[src/rtl/iter_ctrl_fsm_pkg.sv]
// Shared encodings for the iteration sequencer and the VNU3 write FSM it drives.
// Busy constants are common to both sides of the iter_rqst/upd_busy handshake.
package iter_ctrl_fsm_pkg;

  typedef enum logic [2:0] {
    ST_IDLE    = 3'b000,
    ST_REQ     = 3'b001,
    ST_UPDATE  = 3'b010,
    ST_RELEASE = 3'b011,
    ST_CHECK   = 3'b100,
    ST_TERM    = 3'b101,
    ST_DONE    = 3'b110
  } state_e;

  localparam logic [1:0] BUSY_IDLE = 2'b00;
  localparam logic [1:0] BUSY_UPD  = 2'b01;
  localparam logic [1:0] BUSY_FIN  = 2'b10;

  // States that wait on a busy transition and are therefore guarded by the timer
  function automatic logic is_timed(input state_e st);
    logic res;
    case (st)
      ST_REQ, ST_UPDATE, ST_RELEASE, ST_TERM: res = 1'b1;
      default:                                res = 1'b0;
    endcase
    return res;
  endfunction

endpackage

[src/rtl/iter_ctrl_fsm_timeout.sv]
// Handshake watchdog: counts while enabled, clears on request, saturates at ACK_TIMEOUT-1.
// hit is taken straight from the register so it never loops back into the FSM combinationally.
module hs_timeout_cnt #(
  parameter int ACK_TIMEOUT = 256
) (
  input  logic write_clk,
  input  logic rstn,
  input  logic clear,
  input  logic enable,
  output logic hit
);

  localparam int TMR_W = (ACK_TIMEOUT > 2) ? $clog2(ACK_TIMEOUT) : 1;
  localparam logic [TMR_W-1:0] TMR_LAST = TMR_W'(ACK_TIMEOUT - 1);

  logic [TMR_W-1:0] tmr_r;

  // Saturating timer; a clear takes priority over counting
  always_ff @(posedge write_clk or negedge rstn) begin
    if (!rstn) begin
      tmr_r <= {TMR_W{1'b0}};
    end else if (clear) begin
      tmr_r <= {TMR_W{1'b0}};
    end else if (enable && (tmr_r != TMR_LAST)) begin
      tmr_r <= tmr_r + TMR_W'(1);
    end else begin
      tmr_r <= tmr_r;
    end
  end

  assign hit = (tmr_r == TMR_LAST);

endmodule

[src/rtl/iter_ctrl_fsm.sv]
// Decoding-iteration sequencer in front of the VNU3 write FSM: issues iter_rqst/iter_termination,
// follows the busy[1:0] handshake and stops on zero syndrome, MAX_ITER, abort or handshake timeout.
module iter_ctrl_fsm
  import iter_ctrl_fsm_pkg::*;
#(
  parameter int MAX_ITER    = 10,
  parameter int ITER_W      = $clog2(MAX_ITER + 1),
  parameter int ACK_TIMEOUT = 256
) (
  input  logic              write_clk,
  input  logic              rstn,
  input  logic              decode_start,
  input  logic              abort,
  input  logic              syndrome_valid,
  input  logic              syndrome_zero,
  input  logic [1:0]        upd_busy,
  output logic              iter_rqst,
  output logic              iter_termination,
  output logic [ITER_W-1:0] iter_cnt,
  output logic              decode_busy,
  output logic              decode_done,
  output logic              decode_success,
  output logic              timeout_err
);

  localparam logic [ITER_W-1:0] CNT_MAX = ITER_W'(MAX_ITER);

  state_e            state_r;
  state_e            state_nxt_s;
  logic              idle_seen_r;
  logic              tmo_hit_s;
  logic              tmr_clear_s;
  logic              tmr_en_s;
  logic              start_acc_s;
  logic              cnt_inc_s;
  logic              succ_set_s;
  logic              tmo_set_s;
  logic [ITER_W-1:0] iter_cnt_r;
  logic              iter_rqst_r;
  logic              iter_term_r;
  logic              decode_busy_r;
  logic              decode_done_r;
  logic              decode_success_r;
  logic              timeout_err_r;

  assign tmr_clear_s = (state_nxt_s != state_r);
  assign tmr_en_s    = is_timed(state_r);

  hs_timeout_cnt #(
    .ACK_TIMEOUT(ACK_TIMEOUT)
  ) u_hs_timeout_cnt (
    .write_clk(write_clk),
    .rstn     (rstn),
    .clear    (tmr_clear_s),
    .enable   (tmr_en_s),
    .hit      (tmo_hit_s)
  );

  // State register
  always_ff @(posedge write_clk or negedge rstn) begin
    if (!rstn) begin
      state_r <= ST_IDLE;
    end else begin
      state_r <= state_nxt_s;
    end
  end

  // Next-state logic and one-cycle event strobes for the datapath
  always_comb begin
    state_nxt_s = state_r;
    start_acc_s = 1'b0;
    cnt_inc_s   = 1'b0;
    succ_set_s  = 1'b0;
    tmo_set_s   = 1'b0;
    case (state_r)
      ST_IDLE: begin
        if (decode_start) begin
          state_nxt_s = ST_REQ;
          start_acc_s = 1'b1;
        end else begin
          state_nxt_s = ST_IDLE;
        end
      end
      ST_REQ: begin
        if (abort) begin
          state_nxt_s = ST_TERM;
        end else if (tmo_hit_s) begin
          state_nxt_s = ST_DONE;
          tmo_set_s   = 1'b1;
        end else if (upd_busy == BUSY_UPD) begin
          state_nxt_s = ST_UPDATE;
        end else begin
          state_nxt_s = ST_REQ;
        end
      end
      ST_UPDATE: begin
        if (abort) begin
          state_nxt_s = ST_TERM;
        end else if (tmo_hit_s) begin
          state_nxt_s = ST_DONE;
          tmo_set_s   = 1'b1;
        end else if (upd_busy == BUSY_FIN) begin
          state_nxt_s = ST_RELEASE;
        end else begin
          state_nxt_s = ST_UPDATE;
        end
      end
      ST_RELEASE: begin
        if (abort) begin
          state_nxt_s = ST_TERM;
        end else if (tmo_hit_s) begin
          state_nxt_s = ST_DONE;
          tmo_set_s   = 1'b1;
        end else if (upd_busy == BUSY_IDLE) begin
          state_nxt_s = ST_CHECK;
          cnt_inc_s   = 1'b1;
        end else begin
          state_nxt_s = ST_RELEASE;
        end
      end
      ST_CHECK: begin
        // Abort outranks a simultaneous syndrome; a zero syndrome outranks MAX_ITER
        if (abort) begin
          state_nxt_s = ST_TERM;
        end else if (syndrome_valid && syndrome_zero) begin
          state_nxt_s = ST_TERM;
          succ_set_s  = 1'b1;
        end else if (syndrome_valid && (iter_cnt_r == CNT_MAX)) begin
          state_nxt_s = ST_TERM;
        end else if (syndrome_valid) begin
          state_nxt_s = ST_REQ;
        end else begin
          state_nxt_s = ST_CHECK;
        end
      end
      ST_TERM: begin
        if (tmo_hit_s) begin
          state_nxt_s = ST_DONE;
          tmo_set_s   = 1'b1;
        end else if ((upd_busy == BUSY_IDLE) && idle_seen_r) begin
          state_nxt_s = ST_DONE;
        end else begin
          state_nxt_s = ST_TERM;
        end
      end
      ST_DONE: begin
        state_nxt_s = ST_IDLE;
      end
      default: begin
        state_nxt_s = ST_IDLE;
      end
    endcase
  end

  // Counters, sticky flags and the registered Moore output decode
  always_ff @(posedge write_clk or negedge rstn) begin
    if (!rstn) begin
      idle_seen_r      <= 1'b0;
      iter_cnt_r       <= {ITER_W{1'b0}};
      decode_success_r <= 1'b0;
      timeout_err_r    <= 1'b0;
      iter_rqst_r      <= 1'b0;
      iter_term_r      <= 1'b0;
      decode_busy_r    <= 1'b0;
      decode_done_r    <= 1'b0;
    end else begin
      idle_seen_r <= (state_r == ST_TERM) && (upd_busy == BUSY_IDLE) && (state_nxt_s == ST_TERM);

      if (start_acc_s) begin
        iter_cnt_r <= {ITER_W{1'b0}};
      end else if (cnt_inc_s && (iter_cnt_r != CNT_MAX)) begin
        iter_cnt_r <= iter_cnt_r + ITER_W'(1);
      end else begin
        iter_cnt_r <= iter_cnt_r;
      end

      if (start_acc_s) begin
        decode_success_r <= 1'b0;
      end else if (succ_set_s) begin
        decode_success_r <= 1'b1;
      end else begin
        decode_success_r <= decode_success_r;
      end

      if (start_acc_s) begin
        timeout_err_r <= 1'b0;
      end else if (tmo_set_s) begin
        timeout_err_r <= 1'b1;
      end else begin
        timeout_err_r <= timeout_err_r;
      end

      iter_rqst_r   <= (state_nxt_s == ST_REQ) || (state_nxt_s == ST_UPDATE);
      iter_term_r   <= (state_nxt_s == ST_TERM);
      decode_busy_r <= (state_nxt_s != ST_IDLE);
      decode_done_r <= (state_nxt_s == ST_DONE);
    end
  end

  assign iter_rqst        = iter_rqst_r;
  assign iter_termination = iter_term_r;
  assign iter_cnt         = iter_cnt_r;
  assign decode_busy      = decode_busy_r;
  assign decode_done      = decode_done_r;
  assign decode_success   = decode_success_r;
  assign timeout_err      = timeout_err_r;

endmodule
[config.mk]
export PLATFORM = sky130hd
export DESIGN_NAME = iter_ctrl_fsm
export DESIGN_NICKNAME = d
export VERILOG_FILES = /design/src/rtl/iter_ctrl_fsm_pkg.sv /design/src/rtl/iter_ctrl_fsm_timeout.sv /design/src/rtl/iter_ctrl_fsm.sv
export SDC_FILE = /design/constraint.sdc
export NUM_CORES = 1
export LEC_CHECK = 0
export CAP_MARGIN = 20
export CORE_ASPECT_RATIO = 0.6
export CORE_MARGIN = 5
export CORE_UTILIZATION = 53
export CTS_CLUSTER_SIZE = 28
export DETAILED_ROUTE_END_ITERATION = 10
export GPL_ROUTABILITY_DRIVEN = 0
export PLACE_DENSITY = 0.78
export RECOVER_POWER = 50
export SLEW_MARGIN = 20
export SYNTH_ARGS = -nofsm -noshare
export SYNTH_HDL_FRONTEND = slang
export SYNTH_SLANG_ARGS = --single-unit
[constraint.sdc]
create_clock -name write_clk -period 2.5 [get_ports write_clk]
set_input_delay 0.375 -clock write_clk [delete_from_list [all_inputs] [get_ports write_clk]]
set_output_delay 0.375 -clock write_clk [all_outputs]
set_load 0.005 [all_outputs]
==> results.md <==
- Outcome: finished clean
- Final core occ: 0.6980
- Hold Buf Count CTS: 0
- CTS Buf Count: 3
- GRT Overall Usage: 0.1850
- Overall die width: between 70 and 80 µm
- RSZ-0062 raised after global routing: no
- Period minus WS final: 2.179 ns
- FP Rows: 13
- Clock Latency Late Sink: roughly 0.27 ns
- Ys flop type: dfrtp_1
- Pleak: approximately 0.00068 µW
- Crit start category: flop
- DRC Markers: 0
- Final #Nets: between 150 and 200
- Ports: 18
- CTS tree: done
- Max Root-Sink Buffers: 2
- Routed WL: 2707 µm
- Initial Util: 0.5618
- Worst Path Max Fanout: 4
- Clock skew: about 0.0021 ns
- First-pass GRT wire length: between 4000 and 5000 µm
- Post-DP HPWL: between 2000 and 2500 µm
- Placeable core region: around 0.0022 mm²
- Die height: 47.37 µm
- Routed WL per cell: 14.40 µm
- Max Cap Violations: 0
- Post-synth EDFFs: 0
- Antenna cells: 0
- Filler cells: 168
- YS warnings: 0
- Post-route ant nets: 0
- CP Cell Sequence: ha_1 -> and3_1 -> and2_1 -> o21ai_0 -> nand2_1 -> o21ai_1 -> inv_1 -> or3_1
- Largest Register: u_hs_timeout_cnt.tmr_r
- Drt pass-1 iters: 4
- Seq/Total Area, Yosys: 0.4462
- CTS H-tree depth: 1
- Clock slew at reported path FFs: roughly 0.08 ns
- Max reg flops: 8
- Count of cell types in the netlist: 38
- Worst-margin pin slew: about 1.2 ns
- Critical path class: flop to flop
- Hold/Removal Path Class: flop to flop
- Number of antenna violations at the first check in global routing: 0
- CP top delay family: simple AND/OR/NAND/NOR gates
- Final setup viols: 0
- Number of global-route vias before repair: about 920
- WP data required: 2.65 ns
- Yosys reg bits: 22
- Crit path largest cell delay: between 0.4 and 0.5 ns
- Post-CTS Resized: 0
- Cells after Synth: roughly 140
- Routed vias: approximately 1,000
- Mean Syn Cell Area: between 9 and 10 µm²
- Critical-path top delay cell: dfrtp_1
- Critical Path AT: roughly 2.3 ns
- Total setup buffers inserted after CTS: 0
- Via-to-Cell Ratio: about 5.5
- Port buffer count: 17
- FF-to-FF setup slack: 0.32 ns
- Initial DRC count: around 140
- Endpoints failing hold: 0
- Pin count of the biggest net entering global routing: 23
- FMAX: between 400 and 500 MHz
- Post-Syn Area: between 0.001 and 0.0015 mm²
- VDD IR-drop max: 0.7732 mV
- Fin crit share: 0.8714
- FFs w/ async S/R, synth: 1.000
- Share of cells above drive strength 1: 0.08861
- Crit path buf inv count: 1
- Clock Sinks: 22
- Die area: around 0.0034 mm²
- Critical path capture point type: flop
- Global route total overflow: 0
- Syn_nets: roughly 150
- Final Max Slew Viols: 0
- Area growth, synth to finish: 24.24%
- Setup TNS: 0 ns
- Worst rel slew slack: 0.2223
- Root Buffer: clkbuf_8
- PwrDens: about 830 mW/mm²
==> worst reg2reg max path: cells and delay by family (launching register included) <==
family	cells	cell delay [ns]
compound gates	2	0.45
fa+ha+maj	1	0.26
buf+inv	1	0.10
flops	1	0.42
simple gates	4	0.85
==> logic make-up (layout without fill, tap and decap cells) <==
group           count (synthesis)  in the layout  synth area share
compound gates                 18             18           0.09433
xor+xnor                       10             10           0.07099
fa+ha+maj                       3              3           0.03043
buf+inv                        10             32           0.03246
flops                          22             22            0.4462
mux                             2              2           0.01623
simple gates                   71             71            0.3094
==> synthesized netlist by cell type, drive strengths merged, types with 2 or more instances <==
cell type / instances / area [µm²]
clkbuf: 3 / 11.26
nand2b: 6 / 37.54
nor2: 27 / 101.4
mux2i: 2 / 20.02
inv: 5 / 18.77
nand4b: 2 / 17.52
nor2b: 3 / 18.77
xor2: 6 / 52.55
dfrtp: 22 / 550.5
nand2: 8 / 30.03
ha: 3 / 37.54
nor3: 5 / 36.29
nand3: 4 / 20.02
buf: 2 / 10.01
a21oi: 4 / 20.02
xnor2: 4 / 35.03
nand4: 4 / 25.02
or3: 2 / 17.52
o21ai: 8 / 40.04
==> area by class of cell <==
type	count	area, µm²	area share
multi-input cells	104	643.1	0.4196
flip-flops and latches	22	550.5	0.3592
repair buffers	23	211.5	0.1380
clock buffers	3	41.29	0.02694
well taps	30	37.54	0.02449
clock inverters	1	30.03	0.01959
inverters	5	18.77	0.01224
==> layout by cell type, fill, tap and decap left out, drive strengths merged, types with 3 or more instances in the layout <==
master         instances
dlygate4sd3            5
nand2b                 6
o21ai                  8
buf                    5
nand2                  8
nand3                  4
xor2                   6
a21oi                  4
nor3                   5
dfrtp                 22
clkdlybuf4s50         12
clkbuf                 4
ha                     3
nor2b                  3
inv                    5
nand4                  4
nor2                  27
xnor2                  4
==> where the power goes <==
| part | internal, µW | switching, µW |
|---|---|---|
| Sequential | 420 | 55.7 |
| Combinational | 199 | 267 |
| Clock | 214 | 118 |
==> worst paths after layout <==
check	depth (start not counted)	end	start
max	8	decode_busy	u_hs_timeout_cnt.tmr_r[0]
min	2	decode_success	decode_success
max reg2reg	8	decode_busy	u_hs_timeout_cnt.tmr_r[0]
min reg2reg	2	decode_success	decode_success
max in group asynchronous	2	u_hs_timeout_cnt.tmr_r[2]	rstn
min in group asynchronous	2	iter_cnt[0]	rstn
==> metrics by stage <==
stage | setup WS (ns) | instance area [µm²] | instances | hold WS, ns | power (µW)
after detailed placement | 0.1321 | 1465 | 184 | 0.4762 | 951.1
after CTS | 0.3438 | 1536 | 188 | 0.4458 | 1291
after global placement | 0.1703 | 1465 | 184 | 0.4797 | 939.8
after global routing | 0.1226 | 1533 | 188 | 0.5434 | 1354
final | 0.3214 | 1533 | 188 | 0.4892 | 1273
after floorplan | 0.5535 | 1234 | 136 | 0.07941 | 771.3
==> metal layers <==
metal	track usage	part of all wire	vias to the layer above
met1	0.2656	0.49	484
li1	-	-	509
met5	0	0	-
met2	0.2550	0.40	42
met3	0.07906	0.10	5
met4	0.04869	0.010	0
Power figures use the tool's default switching activity.
